$ cat config.mk
export PLATFORM = sky130hd
export DESIGN_NAME = status_reg
export DESIGN_NICKNAME = d
export VERILOG_FILES = /design/src/rtl/status_reg.sv
export SDC_FILE = /design/constraint.sdc
export NUM_CORES = 1
export LEC_CHECK = 0
export CAP_MARGIN = 10
export CORE_MARGIN = 2
export CORE_UTILIZATION = 29
export DETAILED_ROUTE_END_ITERATION = 8
export GPL_TIMING_DRIVEN = 0
export PLACE_DENSITY = 0.79
export SLEW_MARGIN = 20
export SYNTH_ARGS = -nofsm -noshare
export SYNTH_HDL_FRONTEND = slang
export SYNTH_SLANG_ARGS = --single-unit
export TNS_END_PERCENT = 1
$ cat constraint.sdc
create_clock -name clk -period 1.05 [get_ports clk]
set_input_delay 0.105 -clock clk [delete_from_list [all_inputs] [get_ports clk]]
set_output_delay 0.105 -clock clk [all_outputs]
set_load 0.05 [all_outputs]
$ cat src/rtl/status_reg.sv
// 6502 processor status register (P): six flag flops with load/set/clear/ALU update paths.
// Optional STATUS_IRQ_DELAY_EN delays the poller's view of I by one instruction.
module status_reg #(
  parameter logic [7:0] RST_P = 8'h24
) (
  input  logic       clk,
  input  logic       rst,
  input  logic       ce,
  input  logic       alu_n,
  input  logic       alu_z,
  input  logic       alu_c,
  input  logic       alu_v,
  input  logic [3:0] flag_we,
  input  logic       bit_mode,
  input  logic [7:0] mem_data,
  input  logic       load_en,
  input  logic [7:0] load_data,
  input  logic [2:0] flag_op,
  input  logic       set_i,
  input  logic       instr_end,
  input  logic       brk_push,
  output logic [7:0] p_out,
  output logic [7:0] p_push,
  output logic       carry,
  output logic       irq_mask
);

  typedef enum logic [2:0] {
    OP_NONE = 3'd0,
    OP_CLC  = 3'd1,
    OP_SEC  = 3'd2,
    OP_CLI  = 3'd3,
    OP_SEI  = 3'd4,
    OP_CLV  = 3'd5,
    OP_CLD  = 3'd6,
    OP_SED  = 3'd7
  } flag_op_e;

  flag_op_e op;
  logic n_q, v_q, d_q, i_q, z_q, c_q;
  logic n_d, v_d, d_d, i_d, z_d, c_d;

  assign op = flag_op_e'(flag_op);

  // Later assignments override earlier ones, giving load > flag_op > set_i > ALU/BIT.
  always_comb begin
    n_d = n_q;
    v_d = v_q;
    d_d = d_q;
    i_d = i_q;
    z_d = z_q;
    c_d = c_q;
    if (load_en) begin
      n_d = load_data[7];
      v_d = load_data[6];
      d_d = load_data[3];
      i_d = load_data[2];
      z_d = load_data[1];
      c_d = load_data[0];
    end else begin
      if (flag_we[3]) n_d = bit_mode ? mem_data[7] : alu_n;
      if (flag_we[2]) v_d = bit_mode ? mem_data[6] : alu_v;
      if (flag_we[1]) z_d = alu_z;
      if (flag_we[0]) c_d = alu_c;
      if (set_i)      i_d = 1'b1;
      case (op)
        OP_CLC:  c_d = 1'b0;
        OP_SEC:  c_d = 1'b1;
        OP_CLI:  i_d = 1'b0;
        OP_SEI:  i_d = 1'b1;
        OP_CLV:  v_d = 1'b0;
        OP_CLD:  d_d = 1'b0;
        OP_SED:  d_d = 1'b1;
        default: ;
      endcase
    end
  end

  always_ff @(posedge clk or posedge rst) begin
    if (rst) begin
      n_q <= RST_P[7];
      v_q <= RST_P[6];
      d_q <= RST_P[3];
      i_q <= RST_P[2];
      z_q <= RST_P[1];
      c_q <= RST_P[0];
    end else if (ce) begin
      n_q <= n_d;
      v_q <= v_d;
      d_q <= d_d;
      i_q <= i_d;
      z_q <= z_d;
      c_q <= c_d;
    end
  end

  assign p_out  = {n_q, v_q, 1'b1, 1'b1, d_q, i_q, z_q, c_q};
  assign p_push = {n_q, v_q, 1'b1, brk_push, d_q, i_q, z_q, c_q};
  assign carry  = c_q;

`ifdef STATUS_IRQ_DELAY_EN
  logic irq_q;

  // Poller samples the pre-update I at each instruction boundary.
  always_ff @(posedge clk or posedge rst) begin
    if (rst) begin
      irq_q <= 1'b1;
    end else if (ce && instr_end) begin
      irq_q <= i_q;
    end
  end

  assign irq_mask = irq_q;
`else
  logic unused_instr_end;

  assign unused_instr_end = instr_end;
  assign irq_mask         = i_q;
`endif

endmodule

### Yosys cells after proc, flatten, opt, wreduce, memory -nomap -nowiden

Index checks and enable logic that the tools add are counted.

* eq/ne operators: 7
* mux-type cells: 17
* reduce and logical (&&, ||, !) cells: 12

Operators with widths (number)
* $mux W1: 14
* $eq A3 B3 Y1 const B: 4
* $reduce_and A2 Y1: 6
* $reduce_bool A4 Y1: 2
* $eq A3 B2 Y1 const B: 2
* $pmux W1 S2: 3
* $reduce_bool A3 Y1: 2
* $reduce_bool A2 Y1: 2
* $eq A3 B1 Y1 const B: 1

* register bits after elaboration: 6
* logic and storage cells: 42

### Depth between registers and ports, before layout

* word-level depth: 4
* depth in mapped cells: 5
* mapped depth without buffers: 4

### Worst setup path after synthesis

No wires, ideal clock.

* path kind: flip-flop to output port
* start: register i_q (netlist: irq_mask)
* end: output p_out[2]
* arrival time: 939 ps
* data required time: 945 ps
* path slack: 6 ps
* stages on the path, launching flop included: 2
* buffers on the path: 1
* path through: dfstp_2 buf_4

RTL lines
* start: declaration: RTL line 40 `logic n_q, v_q, d_q, i_q, z_q, c_q;`
* start signal: assignment: RTL line 84 `i_q <= RST_P[2];`
* start signal: assignment: RTL line 91 `i_q <= i_d;`
* end: declaration: RTL line 22 `output logic [7:0] p_out,`

No word-level cell between the ends.

### Worst setup path in the final report

* start: register i_q (netlist: irq_mask)
* end: output p_push[2]

RTL lines
* end: declaration: RTL line 23 `output logic [7:0] p_push,`

No word-level cell between the ends.

==> summary.txt <==
Outcome
  • Run status: complete, but fails checks
  • Violations in the final reports: setup timing

Yosys
  • Combinational family with the most area after synthesis: buffers and inverters
  • Number of flip-flops and latches in the synthesized netlist: 6
  • Synthesized-area fraction occupied by ao, oa, aoi and oai cells: 0.263
  • Count of flip-flops with a built-in enable after synthesis: 0
  • Share of synthesized cell area in and, or, nand and nor gates: 0.128
  • Netlist area before placement: 537 um2
  • Post-synthesis instance total: 69
  • Prevailing post-synth register cell: sky130_fd_sc_hd__dfrtp_1
  • Share of synthesized cell area in full adder, half adder and majority cells: 0
  • Synth async-reset ratio: 1.00
  • Synthesized area per cell: 7.78 um2
  • Top cell type's share of synthesized area: 0.233
  • Biggest area consumer among synthesized cells: sky130_fd_sc_hd__dfrtp_1
  • Most used standard cell by instance count after synthesis: sky130_fd_sc_hd__buf_4
  • Synth warnings: 0
  • Area contributors post-synth: sky130_fd_sc_hd__dfrtp_1 23%, sky130_fd_sc_hd__buf_4 22%, sky130_fd_sc_hd__a21oi_1 7.5%, sky130_fd_sc_hd__nand2_1 6.3%, sky130_fd_sc_hd__dfstp_2 4.9%
  • Post-synth top cells: 16 x sky130_fd_sc_hd__buf_4, 9 x sky130_fd_sc_hd__nand2_1, 8 x sky130_fd_sc_hd__a21oi_1
  • Number of distinct library cells after synthesis: 24
  • Sequential share of the synthesized area: 0.282
  • Mux contribution to synthesized area: 0.0373
  • Share of the synthesized netlist area taken by xor and xnor gates: 0.0163

Critical path
  • Reg-to-Reg Start: irq_mask
  • Crit path cell chain: buf_6 -> buf_8
  • Worst path buffer plus inverter count: 2
  • Worst-path maximum fanout: 4
  • CP arrival: 1.06 ns
  • Worst-case reg-to-reg path depth: 2
  • Stage delay of the slowest cell on the critical path: 0.57 ns
  • CP Capture Type: primary output
  • Category of the critical setup timing path: flip-flop to primary output
  • Critical Path Start Type: flip-flop
  • Kind of cell adding the most delay to the critical path: flip-flops
  • FF-to-FF End: irq_mask
  • Max stage delay cell, worst path: sky130_fd_sc_hd__dfstp_2
  • Critical path required time: 0.94 ns
  • Worst R2R Setup Slack: 0.23 ns

Clock tree
  • Deepest level of the CTS H-tree: 1
  • Clock transition at the registers of the reported paths: 0.05 ns
  • Clock tree root driver cell: sky130_fd_sc_hd__clkbuf_4
  • Clock buffers created by TritonCTS: 3
  • CTS tree: built
  • Clock sink count: 6
  • Deepest clock path buffer count: 2
  • Later-pin clock latency in the skew report: 0.25 ns

Detailed routing
  • Routed wire per std cell: 11.1 um
  • Routed via count divided by cell count: 4.40
  • Drt total wl: 1.55 mm
  • Vias: 612
  • Post-route antenna net violation count: 0
  • Residual DRC count: 0
  • Initial drt markers: 7
  • Drt pass-1 iters: 4

Placement
  • Detailed placement HPWL: 1.26 mm
  • Pre-CTS setup slack: -0.527 ns
  • Final estimated routing congestion in global placement: 0.729
  • # port buffers: 39
  • Placed standard-cell area: 966 um2

STA
  • Setup violation total in the final timing report: 3
  • Fmax: 861 MHz
  • Final setup margin: -0.111 ns
  • Share of the clock period used by the worst path: 1.11
  • Count of endpoints failing hold in the final timing report: 0
  • Number of max-slew violations in the final report: 0
  • Tmin final: 1.16 ns
  • Setup repair after global routing missed its margin: yes
  • Final clock skew: 0 ns

Pwr
  • Pwr Density: 1300 nW/um2
  • Worst ir drop on vdd: 634 uV
  • Leak: 0.490 nW
  • Overall Power: 1.33 mW

Floorplan
  • Die ar.: 2210 um2
  • Overall die height: 47.0 um
  • Starting density of the core: 0.311
  • Floorplan row count: 15
  • Die X-Extent: 47.0 um
  • IO Pins: 53
  • Core Region: 1730 um2

GRT
  • Global-route usage over all layers: 0.155
  • Pin count of the biggest net entering global routing: 11
  • Antenna violations before repair: 0
  • Most congested layer reported by global routing: met2
  • Met2 routing resource usage after global routing: 0.296
  • Gr ovfl total: 0
  • Via count of the first global-routing pass: 574
  • Met3 track utilization from global routing: 0.0577
  • GR Util met1: 0.154
  • Wire length of the first global-routing pass: 2.39 mm

Cells and area
  • Count of nets after finishing: 150
  • Final Core Density: 0.592
  • Final standard cell area without fillers: 1020 um2
  • Filler cell count in the final layout: 162
  • Antenna diode count: 0
  • Share of cells above drive strength 1: 0.342
  • Area growth from synthesis to layout: 90.4%

Flow run
  • Max-Cap Viols: 0

Hold path
  • Class of the tightest hold or removal check: input pin to asynchronous set/reset pin
==> power by group <==
group / switching [mW] / internal, mW / leakage, nW
combinational: 0.431 / 0.355 / 0.405
clock: 0.100 / 0.145 / 0.0150
sequential: 0.0293 / 0.267 / 0.0699
total: 0.561 / 0.767 / 0.490
==> final cells by class <==
cell class                 instances  area [um2]  area share
buffer                            18         149       0.146
clock buffer                       4        26.3      0.0257
inverter                           4        15.0      0.0147
multi-input combinational         43         250       0.245
sequential                         6         151       0.148
tap                               25        31.3      0.0306
timing repair buffer              39         399       0.390
==> cells in the final DEF, fill, tap and decap left out <==
cell type / synthesis / routed
sky130_fd_sc_hd__a211o_1: 1 / 1
sky130_fd_sc_hd__a21oi_1: 8 / 8
sky130_fd_sc_hd__a221o_1: 1 / 1
sky130_fd_sc_hd__a22o_1: 2 / 2
sky130_fd_sc_hd__a311o_1: 1 / 1
sky130_fd_sc_hd__a31oi_1: 1 / 1
sky130_fd_sc_hd__a41oi_2: 1 / 1
sky130_fd_sc_hd__buf_4: 16 / 16
sky130_fd_sc_hd__buf_6: 0 / 12
sky130_fd_sc_hd__buf_8: 0 / 2
sky130_fd_sc_hd__clkbuf_1: 2 / 1
sky130_fd_sc_hd__clkbuf_2: 0 / 1
sky130_fd_sc_hd__clkbuf_4: 0 / 5
sky130_fd_sc_hd__clkbuf_8: 0 / 1
sky130_fd_sc_hd__clkdlybuf4s50_1: 0 / 19
sky130_fd_sc_hd__conb_1: 1 / 3
sky130_fd_sc_hd__dfrtp_1: 5 / 5
sky130_fd_sc_hd__dfstp_2: 1 / 1
sky130_fd_sc_hd__dlygate4sd2_1: 0 / 3
sky130_fd_sc_hd__dlymetal6s2s_1: 0 / 1
sky130_fd_sc_hd__inv_1: 4 / 4
sky130_fd_sc_hd__mux2i_1: 2 / 2
sky130_fd_sc_hd__nand2_1: 9 / 9
sky130_fd_sc_hd__nand2b_1: 1 / 1
sky130_fd_sc_hd__nand3_1: 1 / 1
sky130_fd_sc_hd__nor2_1: 3 / 3
sky130_fd_sc_hd__nor2b_1: 1 / 1
sky130_fd_sc_hd__o21ai_0: 3 / 3
sky130_fd_sc_hd__o21ai_1: 1 / 1
sky130_fd_sc_hd__o22ai_1: 2 / 2
sky130_fd_sc_hd__or3_1: 1 / 1
sky130_fd_sc_hd__xnor2_1: 1 / 1
==> worst max path at each step <==
stage / startpoint / to / slack (ns) / cells after the start
2_1_floorplan: irq_mask / p_out[2] / 0.006 / 1
3_3_place_gp: load_en / carry / -0.50 / 6
3_5_place_dp: load_en / carry / -0.53 / 6
4_1_cts: irq_mask / p_push[2] / -0.11 / 2
5_1_grt: irq_mask / p_out[2] / -0.14 / 2
6_report: irq_mask / p_push[2] / -0.11 / 2
==> state kept, by name, summed over array words and instances (netlist names) <==
| name | flops |
|---|---|
| irq_mask | 1 |
| z_q | 1 |
| d_q | 1 |
| carry | 1 |
| v_q | 1 |
| n_q | 1 |
==> repair_timing <==
item,in CTS,in global routing
gates cloned,0,0
hold buffers,0,0
buffers inserted,0,0
resized for setup,104,10
setup endpoints to repair,21,17
==> logic make-up (layout without fill, tap and decap cells) <==
kind of cell              Yosys count  after routing
AOI/OAI and AO/OA                  21             21
xor gates and xnor gates            1              1
buffers and inverters              22             65
DFF                                 6              6
muxes                               2              2
other                               1              3
and+or+nand+nor                    16             16
==> per-stage QoR <==
step,hold WS (ns),cells,setup TNS [ns]
final,0.0780,139,-0.301
after global routing,0.125,139,-0.497
after CTS,0.0925,139,-0.285
after detailed placement,0.358,135,-7.30
after global placement,0.344,135,-7.04
after floorplan,-0.105,71,0
==> worst reg2reg max path, delay by kind of cell (launching register included) <==
family,cells,cell delay (ns)
AO/OA/AOI/OAI,2,0.18
flip-flops,1,0.57
==> layer usage <==
metal  share of wire  vias to the layer above
met4           0.011                        0
met2            0.52                       30
li1                -                      309
met3            0.10                        4
met5               0                        -
met1            0.36                      269
(Power assumes the default switching activity.)
